===== src/rtl/fetch_queue.sv =====
// Decoupled fetch: sequential PC generator, credit-limited imem requests, DEPTH-entry in-order instruction queue.
// Request-to-instr_valid >= 2 cycles (no bypass); requests stop when occ+outst reaches DEPTH; redirect blocks issue/dequeue that cycle.
module fetch_queue #(
  parameter int DATA_WIDTH = 32,
  parameter int ADDR_WIDTH = 32,
  parameter int DEPTH = 4,
  parameter logic [ADDR_WIDTH-1:0] RESET_PC = '0
) (
  input  logic                  clk,
  input  logic                  rst,
  input  logic                  PCSrc,
  input  logic [ADDR_WIDTH-1:0] PC_target,
  output logic                  imem_req_valid,
  input  logic                  imem_req_ready,
  output logic [ADDR_WIDTH-1:0] imem_req_addr,
  input  logic                  imem_resp_valid,
  input  logic [DATA_WIDTH-1:0] imem_resp_data,
  output logic                  instr_valid,
  input  logic                  instr_ready,
  output logic [DATA_WIDTH-1:0] Instr,
  output logic [ADDR_WIDTH-1:0] pc_out,
  output logic [ADDR_WIDTH-1:0] pc_out4
);
  localparam int PW = $clog2(DEPTH);
  localparam int CW = PW + 1;
  localparam logic [CW:0]           CAP   = (CW+1)'(DEPTH);
  localparam logic [CW-1:0]         FULL  = CW'(DEPTH);
  localparam logic [ADDR_WIDTH-1:0] STEP  = ADDR_WIDTH'(4);
  localparam logic [ADDR_WIDTH-1:0] ALIGN = ~ADDR_WIDTH'(3);

  logic [ADDR_WIDTH-1:0] fetch_pc;
  logic [ADDR_WIDTH-1:0] resp_pc;
  logic [ADDR_WIDTH-1:0] target;
  logic [DATA_WIDTH-1:0] q_instr [DEPTH];
  logic [ADDR_WIDTH-1:0] q_pc    [DEPTH];
  logic [PW-1:0]         rd_ptr;
  logic [PW-1:0]         wr_ptr;
  logic [CW-1:0]         occ;
  logic [CW-1:0]         outst;
  logic [CW-1:0]         drop;
  logic [CW-1:0]         outst_after_resp;
  logic [CW:0]           credits_used;
  logic                  req_fire;
  logic                  push;
  logic                  pop;

  assign target           = PC_target & ALIGN;
  assign credits_used     = {1'b0, occ} + {1'b0, outst};
  assign imem_req_valid   = rst && !PCSrc && (credits_used < CAP);
  assign imem_req_addr    = fetch_pc;
  assign req_fire         = imem_req_valid && imem_req_ready;
  assign outst_after_resp = outst - CW'(imem_resp_valid);

  // A response during a redirect belongs to the old stream and is always discarded.
  assign push        = imem_resp_valid && (drop == '0) && !PCSrc;
  assign instr_valid = (occ != '0) && !PCSrc;
  assign pop         = instr_valid && instr_ready;

  assign Instr   = q_instr[rd_ptr];
  assign pc_out  = q_pc[rd_ptr];
  assign pc_out4 = pc_out + STEP;

  always_ff @(posedge clk or negedge rst) begin
    if (!rst) begin
      fetch_pc <= RESET_PC;
      resp_pc  <= RESET_PC;
      rd_ptr   <= '0;
      wr_ptr   <= '0;
      occ      <= '0;
      outst    <= '0;
      drop     <= '0;
    end else if (PCSrc) begin
      // Everything still in flight after this cycle's response is from the old stream.
      fetch_pc <= target;
      resp_pc  <= target;
      rd_ptr   <= wr_ptr;
      occ      <= '0;
      outst    <= outst_after_resp;
      drop     <= outst_after_resp;
    end else begin
      if (req_fire)
        fetch_pc <= fetch_pc + STEP;
      outst <= outst_after_resp + CW'(req_fire);
      if (imem_resp_valid && (drop != '0))
        drop <= drop - CW'(1);
      if (push) begin
        wr_ptr  <= wr_ptr + PW'(1);
        resp_pc <= resp_pc + STEP;
      end
      if (pop)
        rd_ptr <= rd_ptr + PW'(1);
      occ <= occ + CW'(push) - CW'(pop);
    end
  end

  always_ff @(posedge clk) begin
    if (push) begin
      q_instr[wr_ptr] <= imem_resp_data;
      q_pc[wr_ptr]    <= resp_pc;
    end
  end

  a_no_overflow: assert property (@(posedge clk) disable iff (!rst) push |-> (occ < FULL || pop));
  a_resp_expected: assert property (@(posedge clk) disable iff (!rst) imem_resp_valid |-> (outst != '0));

endmodule


===== config.mk =====
export PLATFORM = sky130hd
export DESIGN_NAME = fetch_queue
export DESIGN_NICKNAME = d
export VERILOG_FILES = /design/src/rtl/fetch_queue.sv
export SDC_FILE = /design/constraint.sdc
export NUM_CORES = 1
export LEC_CHECK = 0
export CORE_MARGIN = 2
export CORE_UTILIZATION = 40
export CTS_CLUSTER_DIAMETER = 200
export DETAILED_ROUTE_END_ITERATION = 7
export PLACE_DENSITY = 0.64
export SYNTH_ARGS = -nofsm -noshare
export SYNTH_HDL_FRONTEND = slang
export SYNTH_SLANG_ARGS = --single-unit
export TNS_END_PERCENT = 10

===== constraint.sdc =====
create_clock -name clk -period 3 [get_ports clk]
set_input_delay 0.45 -clock clk [delete_from_list [all_inputs] [get_ports clk]]
set_output_delay 0.45 -clock clk [all_outputs]
set_load 0.02 [all_outputs]

==> flow_summary.ini <==
[global_route]
grt_pass1_wl_um = 49300
met3_usage = 0.0293
grt-ovfl-total = 0
top_usage_layer = met2
grt_usage = 0.177
use_met2 = 0.286
grtUsageMet1 = 0.253
antenna_found_initial = 0
grt_pass1_vias = 8625
grt_start_max_net_pins = 44

[timing]
setup_violations = 22
rsz0062_at_grt = true
finalCriticalPeriod_ns = 3.21
fmax_mhz = 312
slew_headroom = 0.444
postLayoutSetupSlackWorst_ns = -0.205
fin_skew_ns = 0.0158
final_hold_viol_count = 0
tightest_slew_ns = 0.826
period_share = 1.07
drv_slew = 0

[route]
routed_via_density = 5.21
wl_um = 32300
ant_nets = 0
dr_total_vias = 8495
drt-wirelength-per-cell_um = 19.8
drt_pass1_iterations = 4
drc = 0
drt_iter0_drc = 484

[critical_path]
cp-startpoint = rd_ptr[0]
crit_path_max_incr_delay_ns = 0.52
slowest_stage = dfrtp_4
rr_worst_depth = 9
crit_path_max_fanout = 8
cp_common_cell = buf_4
rrSetupSlack_ns = 0.68
timing.rr.end = imem_req_addr[27]
crit_type = reg2out
endpoint = pc_out4[31]
critPathRequiredTime_ns = 2.55
arrival_ns = 2.76
crit_path_start_kind = flop
r2r_start = occ[2]
critical_path.cell_chain = buf_4, mux4_2, buf_4, nand3_2, nor4_4, buf_6, nand4_1, xnor2_1, buf_4
worst_setup_path_end_kind = output port

[power]
clockPowerShare = 0.270
power.density_mw_per_mm2 = 832
leakagePower_nw = 6.48
intPower_mw = 10.3
ir_worst_vdd_mv = 0.421
power_mw = 15.0
swShare = 0.317
p_comb_frac = 0.370
p_sw_mw = 4.76
p_seq_frac = 0.360

[place]
port_buffers = 191
place_ws_ns = -0.427
place_inst = 1559
dp_hpwl_um = 22100
place_congestion = 0.807
placed_area_mm2 = 0.0169

[cells_and_area]
syn_to_final_growth_pct = 30.2
utilization = 0.526
finalNonFillerCells = 1631
nFillCells = 2774
regArea_mm2 = 0.00928
final_net_count = 1239
fin_area_mm2 = 0.0180
multi_input_area_mm2 = 0.00428
final_layout_size_suffix_gt1_frac = 0.227
insertedDiodeCount = 0

[clock_network]
cts_tree = yes
clock_path_buffers = 3
root_buffer = clkbuf_16
htree_levels = 2
cts_buffers = 35
ctsHoldBuffers = 0
clk_latency_ns = 0.51
clkSlewWorstSetupHoldPaths_ns = 0.06
numClockSinks = 321

[status]
status = finished, violations left
violations = negative setup slack

[floorplanning]
start_util = 0.404
row_count = 68
die_h_um = 190
die_width_um = 190
die-area_mm2 = 0.0362
ios = 200
core_mm2 = 0.0343

[job]
drv_cap = 0

[logic_synthesis]
synth_cell_type_count = 52
synthCells = 867
synthArstFlopShare = 0.227
syn-cell-area_mm2 = 0.0139
synth_area_leaders = edfxtp_1 54%, dfrtp_1 13%, mux4_2 8.9%
synth_flop_cell = edfxtp_1
synth_top_cell_by_area = edfxtp_1
yosys_warnings = 0
ys_seq_area_frac = 0.669
synth_edf_count = 248
synth_seq_cells = 321
avgSynthCellArea_um2 = 16.0
yosysTopAreaCellShare = 0.537

[worst_hold_path]
hold_class = in2async
==> flip-flops by register name (all words and copies together), names as in the netlist <==
register / flops
outst: 3
imem_req_addr: 30
wr_ptr: 2
drop: 3
q_instr: 128
rd_ptr: 2
occ: 3
q_pc: 120
resp_pc: 30
==> what timing repair did <==
action | 4_1_cts | 5_1_grt
resized for setup | 163 | 21
pin swaps | 12 | 3
setup endpoints to repair | 68 | 47
buffers inserted | 10 | 0
==> power groups by stage <==
stage	clock network, mW	logic, mW	registers [mW]
after floorplan	0	3.07	5.45
after global placement	0	5.56	5.48
after detailed placement	0	5.62	5.49
after CTS	4.15	5.65	5.40
after global routing	4.31	5.94	5.44
final	4.05	5.56	5.40
==> cells in the mapped netlist (6+ instances only) <==
cell type	n
dfrtp_1	73
nor2_1	27
and2_1	9
nand4_1	26
clkbuf_1	22
a31oi_1	7
edfxtp_1	248
mux2_2	14
o311ai_0	13
a41oi_1	6
nand3_1	43
o211ai_1	9
and3_1	20
ha_1	17
o21ai_0	44
inv_1	24
xor2_1	25
nor3_1	9
nand2_1	59
mux4_2	55
mux4_1	6
xnor2_1	44
buf_2	7
buf_4	9
==> worst max-delay path, delay by kind of cell (launching register included) <==
kind	cells	cell delay (ns)
buf+inv	4	0.65
simple gates	3	0.54
flops	1	0.52
mux	1	0.36
xor+xnor	1	0.17
==> per-layer routing <==
layer	part of all wire	routed length, um	vias to the layer above
met5	0	0	-
met4	0.015	485	0
met3	0.061	1980	37
met2	0.46	15000	288
met1	0.46	14800	4234
li1	-	-	3936
==> stage by stage <==
step	hold slack, ns	TNS (ns)
final	0.0728	-2.93
after global placement	0.538	-3.58
after floorplan	0.154	0
after detailed placement	0.537	-4.64
after CTS	0.0951	-3.87
after global routing	0.0955	-5.90
==> logic make-up (layout without fill, tap and decap cells) <==
group / after synthesis / in the layout / synth area share
and+or+nand+nor: 221 / 221 / 0.0869
other: 1 / 6 / 0.000271
adders and majority gates: 18 / 18 / 0.0168
muxes: 78 / 78 / 0.115
buffers and inverters: 70 / 374 / 0.0272
AOI/OAI and AO/OA: 89 / 89 / 0.0407
DFF: 321 / 321 / 0.669
xor gates and xnor gates: 69 / 69 / 0.0436
==> worst min-delay path by stage <==
stage | to | startpoint | cells past startpoint | slack (ns)
floorplan | drop[0] | rst | 0 | 0.15
global placement | drop[1] | drop[1] | 2 | 0.54
detailed placement | drop[1] | drop[1] | 2 | 0.54
CTS | imem_req_addr[26] | rst | 2 | 0.1
global route | resp_pc[25] | rst | 2 | 0.1
finish | imem_req_addr[25] | rst | 2 | 0.07
==> layout make-up <==
cell class	instances	share of cell area
multi-input combinational	481	0.237
clock buffer	48	0.0529
sequential	321	0.514
tap	455	0.0315
clock inverter	14	0.00693
timing repair buffer	287	0.152
inverter	25	0.00520
==> placed cells by master (no fill, tap or decap), types with 25 or more instances in the layout <==
cell type / Yosys / final
mux4_2: 55 / 58
xnor2_1: 44 / 44
nand4_1: 26 / 26
clkdlybuf4s50_1: 0 / 145
dfrtp_1: 73 / 71
o21ai_0: 44 / 44
buf_4: 9 / 100
nand2_1: 59 / 57
nand3_1: 43 / 41
edfxtp_1: 248 / 248
clkbuf_16: 0 / 35
xor2_1: 25 / 25
Power figures use the tool's default switching activity.
